[config.mk]
export PLATFORM = sky130hd
export DESIGN_NAME = fetch_unit
export DESIGN_NICKNAME = d
export VERILOG_FILES = /design/src/rtl/fetch_unit.sv
export SDC_FILE = /design/constraint.sdc
export NUM_CORES = 1
export LEC_CHECK = 0
export CORE_MARGIN = 1
export CORE_UTILIZATION = 55
export DETAILED_ROUTE_END_ITERATION = 6
export DONT_BUFFER_PORTS = 1
export PLACE_DENSITY = 0.7
export SYNTH_ARGS = -nofsm -noshare
export SYNTH_HDL_FRONTEND = slang
export SYNTH_SLANG_ARGS = --single-unit
[constraint.sdc]
create_clock -name clk_i -period 2.9 [get_ports clk_i]
set_input_delay 0.58 -clock clk_i [delete_from_list [all_inputs] [get_ports clk_i]]
set_output_delay 0.58 -clock clk_i [all_outputs]
set_load 0.02 [all_outputs]
[src/rtl/fetch_unit.sv]
// Instruction fetch unit: issues single-outstanding requests to instruction
// memory, buffers one returned instruction, and presents it to the IF/ID
// register. Redirects flush the buffer and retarget the fetch PC; a response
// still in flight at redirect time is dropped on arrival.
module fetch_unit #(
  parameter logic [31:0] RESET_PC = 32'h0000_0000
) (
  input  logic        clk_i,
  input  logic        rst_i,
  input  logic        stall_i,
  input  logic        redirect_i,
  input  logic [31:0] redirect_pc_i,
  output logic        imem_req_o,
  output logic [31:0] imem_addr_o,
  input  logic        imem_ready_i,
  input  logic [31:0] imem_data_i,
  output logic [31:0] pc_o,
  output logic [31:0] instruction_o,
  output logic        IF_ID_Write_o,
  output logic        Flush_o
);

  typedef enum logic [1:0] {
    ST_FETCH = 2'd0,
    ST_WAIT  = 2'd1,
    ST_DROP  = 2'd2
  } state_t;

  state_t      state_r, state_next_s;
  logic [31:0] fetch_pc_r, fetch_pc_next_s;
  logic        buf_valid_r, buf_valid_next_s;
  logic [31:0] buf_pc_r, buf_pc_next_s;
  logic [31:0] buf_instr_r, buf_instr_next_s;
  logic        req_s;
  logic [31:0] redirect_target_s;

  // Word-aligned redirect target (low two address bits are forced to zero).
  assign redirect_target_s = redirect_pc_i & 32'hFFFF_FFFC;

  // Request generation and IF/ID-facing outputs.
  always_comb begin
    req_s         = 1'b0;
    pc_o          = 32'h0000_0000;
    instruction_o = 32'h0000_0000;
    if (!rst_i && (state_r == ST_FETCH) && !buf_valid_r && !redirect_i) begin
      req_s = 1'b1;
    end else begin
      req_s = 1'b0;
    end
    if (!rst_i && buf_valid_r) begin
      pc_o          = buf_pc_r;
      instruction_o = buf_instr_r;
    end else begin
      pc_o          = 32'h0000_0000;
      instruction_o = 32'h0000_0000;
    end
    imem_req_o    = req_s;
    imem_addr_o   = fetch_pc_r;
    IF_ID_Write_o = ~stall_i;
    Flush_o       = redirect_i;
  end

  // Next-state logic: redirect has priority, then consume/stall and FSM moves.
  always_comb begin
    state_next_s     = state_r;
    fetch_pc_next_s  = fetch_pc_r;
    buf_valid_next_s = buf_valid_r;
    buf_pc_next_s    = buf_pc_r;
    buf_instr_next_s = buf_instr_r;
    if (redirect_i) begin
      fetch_pc_next_s  = redirect_target_s;
      buf_valid_next_s = 1'b0;
      case (state_r)
        ST_FETCH: state_next_s = ST_FETCH;
        ST_WAIT:  state_next_s = imem_ready_i ? ST_FETCH : ST_DROP;
        ST_DROP:  state_next_s = imem_ready_i ? ST_FETCH : ST_DROP;
        default:  state_next_s = ST_FETCH;
      endcase
    end else begin
      // Buffer is consumed when IF/ID accepts it.
      if (buf_valid_r && !stall_i) begin
        buf_valid_next_s = 1'b0;
      end else begin
        buf_valid_next_s = buf_valid_r;
      end
      case (state_r)
        ST_FETCH: begin
          if (req_s) begin
            state_next_s = ST_WAIT;
          end else begin
            state_next_s = ST_FETCH;
          end
        end
        ST_WAIT: begin
          // A response lands even while stalled: the buffer is empty in WAIT.
          if (imem_ready_i) begin
            buf_pc_next_s    = fetch_pc_r;
            buf_instr_next_s = imem_data_i;
            buf_valid_next_s = 1'b1;
            fetch_pc_next_s  = fetch_pc_r + 32'd4;
            state_next_s     = ST_FETCH;
          end else begin
            state_next_s = ST_WAIT;
          end
        end
        ST_DROP: begin
          if (imem_ready_i) begin
            state_next_s = ST_FETCH;
          end else begin
            state_next_s = ST_DROP;
          end
        end
        default: state_next_s = ST_FETCH;
      endcase
    end
  end

  // State registers with synchronous reset.
  always_ff @(posedge clk_i) begin
    if (rst_i) begin
      state_r     <= ST_FETCH;
      fetch_pc_r  <= RESET_PC;
      buf_valid_r <= 1'b0;
      buf_pc_r    <= 32'h0000_0000;
      buf_instr_r <= 32'h0000_0000;
    end else begin
      state_r     <= state_next_s;
      fetch_pc_r  <= fetch_pc_next_s;
      buf_valid_r <= buf_valid_next_s;
      buf_pc_r    <= buf_pc_next_s;
      buf_instr_r <= buf_instr_next_s;
    end
  end

endmodule

==> results of run 1 <==
worst max-delay path by stage:
stage / end / slack [ns] / depth (start not counted)
finish: imem_addr_o[25] / 0.57 / 4
global route: imem_addr_o[25] / 0.42 / 4
CTS: imem_addr_o[25] / 0.58 / 4
detailed placement: imem_addr_o[25] / 0.60 / 4
global placement: imem_addr_o[25] / 0.63 / 4
floorplan: imem_req_o / 0.66 / 4
cell type report:
type / instances / area [µm²] / area share [%]
clock inverters: 6 / 91.3 / 1.91
clock buffers: 10 / 128 / 2.67
multi-input cells: 439 / 2390 / 50.0
repair buffers: 12 / 115 / 2.41
flip-flops and latches: 95 / 1900 / 39.8
inverters: 7 / 26.3 / 0.549
well taps: 102 / 128 / 2.67
state kept, by name (all words and copies together) (netlist names):
signal / flops
buf_instr_r: 32
buf_pc_r: 30
imem_addr_o: 30
state_r: 2
buf_valid_r: 1
cells by family (layout without fill, tap and decap cells):
logic type,count (synthesis),in the layout,synth area share [%]
AOI/OAI and AO/OA,112,112,15.3
xor gates and xnor gates,11,11,2.15
and+or+nand+nor,307,307,33.7
other,1,4,0.0835
adders and majority gates,5,5,1.39
buffers and inverters,54,35,4.99
DFF,95,95,42.4
critical path, delay by kind of cell (launching register included):
family	cells	cell delay (ns)
AOI/OAI and AO/OA	1	0.26
and+or+nand+nor	3	1.42
DFF	1	0.56
metrics by stage:
step	power, mW	worst slack [ns]	hold slack, ns
4_1_cts	2.58	0.579	0.266
6_report	2.56	0.569	0.278
2_1_floorplan	1.59	0.656	0.432
3_5_place_dp	1.63	0.603	0.436
3_3_place_gp	1.62	0.635	0.431
5_1_grt	2.67	0.422	0.256
per-layer routing:
metal | wire (µm) | GRT usage, % | up-vias | part of all wire (%)
li1 | - | - | 1951 | -
met1 | 4640 | 32.9 | 1860 | 43
met2 | 5150 | 41.4 | 159 | 48
met3 | 887 | 6.98 | 12 | 8.2
met4 | 156 | 9.51 | 0 | 1.4
met5 | 0 | 0 | - | 0
layout by cell type, fill, tap and decap left out, drive strengths merged, types with 3 or more instances in the layout:
master    n
inv       8
a211oi   11
clkinv    3
a21oi    64
or3       9
nand2   140
ha        5
and4      6
nor3b     3
o21ai     7
nor4      5
dfxtp    95
nor3      7
nand4    11
nand3    12
conb      4
o31ai     8
buf      12
xnor2     7
clkbuf   10
or4      12
nor2     31
xor2      4
a311oi   15
and2     63
report_power, final:
part / internal [mW] / switching (mW)
Combinational: 0.0619 / 0.103
Sequential: 1.35 / 0.0842
Clock: 0.493 / 0.472
==> metrics.md, run 1 <==
| Metric | Value |
|---|---|
| Vias in the first global route | approximately 3500 |
| DP HPWL | 7.30 mm |
| Cell Pwr Density | ~540 nW/µm² |
| RSZ-0062 raised after global routing | no |
| Wirelength, routed | 10.8 mm |
| Die width | 92.3 µm |
| Top cell type's share of synthesized area | 42.4% |
| Largest cells by area after synthesis | dfxtp_1 (42%), nand2_1 (12%), and2_1 (8.8%) |
| DR pass1 iterations | 5 |
| Worst R2R End | imem_addr_o[25] |
| Peak supply drop | 0.000267 V |
| Placement Rows | 32 |
| All-layer global routing usage | around a quarter |
| Routed wire length per instance | 16.1 µm |
| R2R setup slack | around 0.57 ns |
| Max clock buf depth | 2 |
| Post-Layout Inst Area | 4780 µm² |
| Via count | 3982 |
| Clk sink count | 95 |
| Leakage | between 1.5 and 2 nW |
| Cell Area, Synth | 4490 µm² |
| Top Ports | between 150 and 200 |
| Hold EP | buf_instr_r[10] |
| Final period utilization | 80.4% |
| Reg2reg start | imem_addr_o[6] |
| Register bit total from synthesis | 95 |
| Largest net degree at the start of global routing | 102 |
| Max_slew headroom | a little over half |
| Worst-margin pin slew | 0.686 ns |
| CP Launch Type | flip-flop |
| Setup TNS | 0 ns |
| Area leader, netlist | dfxtp_1 |
| WP data required | 3.17 ns |
| Gpl congestion | around 0.77 |
| H-tree lvl count | 3 |
| Postcts setup bufs | 0 |
| Ys Warns | 0 |
| Area Overhead vs Synth | 6.52% |
| GR Overflow Total | 0 |
| Top FF cell, synth | dfxtp_1 |
| Final setup vio count | 0 |
| Synth top cells by count | nand2_1 (140), dfxtp_1 (95), a21oi_1 (64), and2_1 (63), clkbuf_1 (37) |
| DIE AREA | about 8500 µm² |
| Die H | 92.3 µm |
| Number of synthesized flops with an enable pin | 0 |
| Clock Skews | 0.00865 ns |
| Core Area | 7810 µm² |
| Most common cell in the netlist | nand2_1 |
| Area post-placement | 4560 µm² |
| Layout cells sized above 1 | under 10% |
| Remaining routing DRC violations | 0 |
| Worst min path class | input port to flip-flop |
| Distinct cells, synth | 39 |
| Post-synthesis sequential area ratio | 42.4% |
| Fin. Hold Viols | 0 |
| Synth Area per Inst | between 7 and 8 µm² |
| DP Cell Count | 655 |
| TritonCTS clock tree | built |
| Hold_buf cts | 0 |
| Worst path arrival time | 2.60 ns |
| Worst skew pair latency | 0.36 ns |
| Crit Path Class | flip-flop to flip-flop |
| Vias per inst | 5.93 |
| Crit. Startpoint | imem_addr_o[6] |
| Ant. Diodes | 0 |
| PostCTS Resize Cnt | 0 |
| Layout Cells excl Fill | 671 |
| CP Cell Sequence | nand3_2 > or3b_1 > or4_1 > a311oi_1 |
| Buffers on Ports | 0 |
| Fin nets | 638 |
| Antenna violations before repair | 0 |
| Clk slew on worst S/H paths | 0.10 ns |
| Fin util | approximately 61% |
| Fmax | 429 MHz |
| Fill cell count | around 760 |
| Iteration-0 DRC Markers | 172 |
| Starting Density | 57.5% |
| Worst hold stages | 1 |
| CTS Root Cell | clkbuf_8 |
| Crit-path slowest cell | or3b_1 |
| Status | complete, no violations |
| CP peak stage delay | 0.64 ns |
| CP Max Fanout | 18 |
| First-pass GRT wire length | 17.4 mm |
| Antenna viol nets, final | 0 |
| MaxCap Viol Count | 0 |
| Syn Inst Count | ~600 |
| TritonCTS Buffers | 9 |
| Worst Min Path Start | rst_i |
| Post-synth ARST share | 0% |
| Critical path endpoint category | flip-flop |
| Fin crit period | 2.33 ns |
| Reg2Reg Depth | 4 |
| Slew Viols, Final | 0 |
No activity file was read; power rests on OpenSTA's default activity.
==> run 2, diff against run 1 <==
--- a/config.mk
+++ b/config.mk
@@ -9,7 +9,7 @@
 export CORE_UTILIZATION = 55
 export DETAILED_ROUTE_END_ITERATION = 6
 export DONT_BUFFER_PORTS = 1
-export PLACE_DENSITY = 0.7
+export PLACE_DENSITY = 0.73
 export SYNTH_ARGS = -nofsm -noshare
 export SYNTH_HDL_FRONTEND = slang
 export SYNTH_SLANG_ARGS = --single-unit
==> constraint.sdc (replaced) <==
create_clock -name clk_i -period 2.13 [get_ports clk_i]
set_input_delay 0.426 -clock clk_i [delete_from_list [all_inputs] [get_ports clk_i]]
set_output_delay 0.426 -clock clk_i [all_outputs]
set_load 0.02 [all_outputs]
==> run 2 against run 1 <==
First-iteration DRC count is 8.1% higher. Flip-flop and latch count unchanged. Sequential power is 31% higher. Combinational power up 110%. Worst setup slack got worse by 0.50 ns. Final area increased by 4.4%. Critical path type unchanged. Largest cell class unchanged. Highest routed layer unchanged.
==> metrics.md, run 2 (same netlist as run 1, synthesis figures left out) <==
| Metric | Value |
|---|---|
| Iteration-0 DRC Markers | 186 |
| Ant. Diodes | 0 |
| Busiest grt layer | met2 |
| Layout Cells excl Fill | between 700 and 800 |
| All-layer global routing usage | 25.8% |
| Critical path endpoint category | flip-flop |
| Met2 usage | between 40% and 50% |
| DR pass1 iterations | 6 |
| Met1 usage | 33.6% |
| GR Overflow Total | 0 |
| Max clock buf depth | 2 |
| Fin crit period | 2.06 ns |
| Crit-path slowest cell | or4_4 |
| DP Cell Count | between 600 and 700 |
| CTS Root Cell | clkbuf_8 |
| Max reg flops | 32 |
| Top Ports | 168 |
| Fmax | 485 MHz |
| Gpl congestion | roughly 0.81 |
| CP Max Fanout | 16 |
| Wirelength, routed | 11.3 mm |
| Most common cell after layout, fill and taps aside | nand2_1 |
| Area Overhead vs Synth | 11.2% |
| Fin util | 63.9% |
| Slew Viols, Final | 0 |
| CP Launch Type | flip-flop |
| Clk sink count | 95 |
| H-tree lvl count | 3 |
| TritonCTS clock tree | built |
| Peak supply drop | 0.000448 V |
| Placement Rows | 32 |
| Worst min path class | input port to flip-flop |
| Via count | slightly above 4000 |
| Vias per inst | 5.81 |
| Status | complete, no violations |
| Vias in the first global route | 3650 |
| TritonCTS Buffers | 9 |
| WP data required | 2.41 ns |
| Worst path arrival time | 2.34 ns |
| CP Cell Sequence | inv_1 > ha_2 > nand2_2 > or3b_4 > buf_8 > or4_4 > a311oi_2 |
| Final period utilization | 96.8% |
| Starting Density | approximately 58% |
| Leakage | 1.69 nW |
| Biggest register | buf_instr_r |
| First-pass GRT wire length | 17.5 mm |
| Clk slew on worst S/H paths | 0.09 ns |
| Routed wire length per instance | roughly 16 µm |
| Largest net degree at the start of global routing | 102 |
| Worst skew pair latency | 0.37 ns |
| Most frequent cells in the layout | nand2_1 (138), dfxtp_1 (94), a21oi_1 (64), and2_1 (63), buf_4 (41) |
| MaxCap Viol Count | 0 |
| Clock Skews | 0.0127 ns |
| Crit Path Class | flip-flop to flip-flop |
| CP peak stage delay | 0.42 ns |
| Cell Pwr Density | roughly 660 nW/µm² |
| Antenna violations before repair | 0 |
| Met3 usage | 5.25% |
| Layout cells sized above 1 | 11.7% |
| Core Area | 7810 µm² |
| DIE AREA | between 8000 and 9000 µm² |
| Die width | 92.3 µm |
| Final setup vio count | 0 |
| Fin. Hold Viols | 0 |
| Buffers on Ports | 0 |
| Remaining routing DRC violations | 0 |
| DP HPWL | 7.79 mm |
| Antenna viol nets, final | 0 |
| Fin nets | approximately 670 |
| Die H | 92.3 µm |
==> run 2: cell count changes in the layout (fill, tap and decap cells not counted), sizes merged <==
| cell | previous run | this run |
|---|---|---|
| bufinv | 2 | 0 |
| buf | 12 | 43 |
| clkbuf | 10 | 12 |
| inv | 8 | 6 |
| clkinvlp | 0 | 3 |
| clkinv | 3 | 2 |
==> run 2: routing by layer <==
metal | vias up | part of all wire, %
met5 | - | 0
met4 | 0 | 1.6
met3 | 15 | 6.6
met2 | 154 | 47
met1 | 1898 | 44
li1 | 2014 | -
==> run 2: report_power, final <==
part,switching [mW],total (mW),internal [mW]
Combinational,0.223,0.347,0.124
Clock,0.623,1.08,0.459
Sequential,0.0425,1.88,1.84
Total,0.889,3.31,2.42
==> run 2: final cells by class <==
type	instances	area (µm²)
Multi-Input combinational cell	439	2420
Fill cell	719	2820
Clock buffer	12	145
Timing Repair Buffer	43	343
Tap cell	102	128
Inverter	7	26.3
Sequential cell	95	1900
Clock inverter	4	31.3
==> run 2: path summary, 6_finish.rpt <==
check,from,endpoint,slack (ns),cells past startpoint
worst max register to register,state_r[1],imem_addr_o[18],0.07,7
worst min-delay path,imem_ready_i,state_r[1],0.13,1
worst max-delay path,state_r[1],imem_addr_o[18],0.07,7
worst min register to register,buf_pc_r[29],buf_pc_r[29],0.45,2
==> run 2: critical path, delay by kind of cell (launching register included) <==
family	cells	cell delay, ns
and+or+nand+nor	3	0.92
adders and majority gates	1	0.20
AOI/OAI and AO/OA	1	0.28
DFF	1	0.34
buffers and inverters	2	0.25
==> run 2: stage by stage <==
stage          instance area [µm²]  hold slack [ns]  TNS (ns)  setup WS [ns]  power [mW]
6_report                      4990            0.127         0         0.0684        3.31
5_1_grt                       4990            0.109   -0.0609        -0.0310        3.46
4_1_cts                       4950            0.118         0         0.0275        3.32
3_5_place_dp                  4780            0.436         0         0.0464        2.26
3_3_place_gp                  4780            0.431         0          0.118        2.25
2_1_floorplan                 4500            0.432         0         0.0442        2.17
==> run 2: repair_timing <==
item	4_1_cts	5_1_grt
buffers inserted	0	1
gates resized for setup	0	9
hold buffers	0	0
endpoints found under the setup margin	0	10
==> run 3, diff against run 2 <==
--- a/config.mk
+++ b/config.mk
@@ -6,10 +6,10 @@
 export NUM_CORES = 1
 export LEC_CHECK = 0
 export CORE_MARGIN = 1
-export CORE_UTILIZATION = 55
+export CORE_UTILIZATION = 54
 export DETAILED_ROUTE_END_ITERATION = 6
 export DONT_BUFFER_PORTS = 1
-export PLACE_DENSITY = 0.73
+export PLACE_DENSITY = 0.72
 export SYNTH_ARGS = -nofsm -noshare
 export SYNTH_HDL_FRONTEND = slang
 export SYNTH_SLANG_ARGS = --single-unit
==> run 3 against run 2 <==
Routed wire length grew 1.7%. Via count up 0.17%. Critical path type unchanged. First-iteration DRC count up 31%. Flip-flop and latch count unchanged. Worst setup slack better by 0.029 ns. Core utilization grew 0.18 points. Largest cell class unchanged. Sequential power barely moved.
==> metrics.md, run 3 (same netlist as run 1, synthesis figures left out) <==
| Metric | Value |
|---|---|
| Status | complete, no violations |
| Crit-path slowest cell | or4_1 |
| Critical path endpoint category | flip-flop |
| Starting Density | a little under three fifths |
| TritonCTS Buffers | 9 |
| R2R setup slack | slightly below 0.1 ns |
| Worst Min Path Start | rst_i |
| Worst path arrival time | 2.30 ns |
| Reg2reg start | state_r[1] |
| GR Overflow Total | 0 |
| MaxCap Viol Count | 0 |
| Reg2Reg Depth | 7 |
| Worst min path class | input port to flip-flop |
| Fin. Hold Viols | 0 |
| DIE AREA | 8680 µm² |
| Vias in the first global route | approximately 3700 |
| Gpl congestion | 0.859 |
| Final setup vio count | 0 |
| CP top delay family | simple AND/OR/NAND/NOR gates |
| Most common cell after layout, fill and taps aside | nand2_1 |
| WP data required | approximately 2.4 ns |
| Setup TNS | 0 ns |
| Crit Path Class | flip-flop to flip-flop |
| Area of the multi-input gates | around 2500 µm² |
| Worst-margin pin slew | between 0.5 and 0.6 ns |
| Biggest register | buf_instr_r |
| H-tree lvl count | 3 |
| Iteration-0 DRC Markers | 244 |
| Cell Pwr Density | between 600 and 700 nW/µm² |
| All-layer global routing usage | roughly a quarter |
| Fin crit period | 2.03 ns |
| Fin nets | slightly below 700 |
| Placement Rows | 32 |
| Vias per inst | 5.79 |
| Max clock buf depth | 2 |
| DP HPWL | 7.92 mm |
| Antenna viol nets, final | 0 |
| Largest net degree at the start of global routing | 102 |
| Max reg flops | 32 |
| Hold EP | buf_instr_r[26] |
| Clock Skews | 0.0123 ns |
| Clk slew on worst S/H paths | 0.10 ns |
| Antenna violations before repair | 0 |
| Fill cell count | 704 |
| Wirelength, routed | ~11 mm |
| First-pass GRT wire length | 18.2 mm |
| Clk sink count | 95 |
| CP Max Fanout | 10 |
| Worst skew pair latency | around 0.36 ns |
| Buffers on Ports | 0 |
| Ant. Diodes | 0 |
| Slew Viols, Final | 0 |
| Remaining routing DRC violations | 0 |
| Leakage | 1.73 nW |
| Most frequent cells in the layout | nand2_1 (138), dfxtp_1 (95), a21oi_1 (64), and2_1 (63), buf_4 (47) |
| TritonCTS clock tree | built |
| Die width | 93.2 µm |
| Core Area | 7890 µm² |
| Tot Pwr | 3.44 mW |
| Die H | 93.2 µm |
| CP peak stage delay | 0.43 ns |
| Worst hold stages | 1 |
| WP buf/inv | 2 |
| CP Cell Sequence | inv_1 > ha_4 > nand2_2 > or3b_4 > buf_4 > or4_1 > a311oi_2 |
| Worst R2R End | imem_addr_o[22] |
| Max_slew headroom | 64.9% |
| Area Overhead vs Synth | 12.7% |
| Routed wire length per instance | ~16 µm |
| Hold_buf cts | 0 |
| Storage cell area | roughly 1900 µm² |
| DR pass1 iterations | 4 |
| Final period utilization | 95.4% |
| Fmax | 492 MHz |
| Peak supply drop | 0.000337 V |
| Layout cells sized above 1 | 12.7% |
| CP Launch Type | flip-flop |
| RSZ-0062 raised after global routing | no |
| Top Ports | 168 |
| Via count | 4088 |
| CTS Root Cell | clkbuf_8 |
-- run 3: cell types whose count changed in the layout (fill, tap and decap cells not counted), sizes merged --
cell / change
inv: +2
clkbuf: -2
bufinv: +1
clkinv: +1
buf: +4
clkinvlp: -2
-- run 3: worst max path at each step --
stage | slack, ns | endpoint | depth (start not counted) | start
final | 0.1 | imem_addr_o[22] | 7 | state_r[1]
after floorplan | 0.04 | imem_addr_o[30] | 7 | imem_addr_o[2]
after detailed placement | 0.03 | imem_addr_o[18] | 7 | state_r[1]
after CTS | 0.02 | imem_addr_o[31] | 7 | state_r[1]
after global routing | 0.0005 | imem_addr_o[19] | 7 | state_r[1]
after global placement | 0.10 | imem_addr_o[31] | 7 | state_r[1]
-- run 3: report_power, final --
part / leakage, nW / total (mW) / switching (mW) / internal [mW]
registers: 0.775 / 1.88 / 0.0436 / 1.84
clock network: 0.0973 / 1.20 / 0.652 / 0.552
logic: 0.863 / 0.351 / 0.226 / 0.125
-- run 3: repair_timing --
action	4_1_cts	5_1_grt
setup endpoints to repair	1	12
setup buffers	0	3
resized for setup	1	11
pin swaps	0	4
endpoints found under the hold margin	0	0
-- run 3: final cells by class --
class	instances	area share (%)
Multi-Input combinational cell	439	48.5
Inverter	7	0.520
Clock inverter	6	1.36
Sequential cell	95	37.6
Timing Repair Buffer	47	6.98
Clock buffer	10	2.52
Tap cell	102	2.52
-- run 3: per-stage QoR --
stage               setup WS, ns  instances  cell area, µm²  hold WS (ns)  utilization (%)
detailed placement        0.0288        687            4780         0.436             60.6
finish                    0.0975        706            5060         0.124             64.1
global route            0.000531        706            5060        0.0924             64.1
global placement           0.104        687            4780         0.432             60.6
floorplan                 0.0442        588            4500         0.432                -
CTS                       0.0173        703            4980         0.115             63.1
-- run 3: per-layer routing --
| metal | vias up | GRT usage [%] | wire length [µm] |
|---|---|---|---|
| met5 | - | 0 | 0 |
| met2 | 150 | 43.4 | 5370 |
| met3 | 10 | 6.34 | 779 |
| met4 | 0 | 6.28 | 98 |
| li1 | 2020 | - | - |
| met1 | 1908 | 34.8 | 5220 |
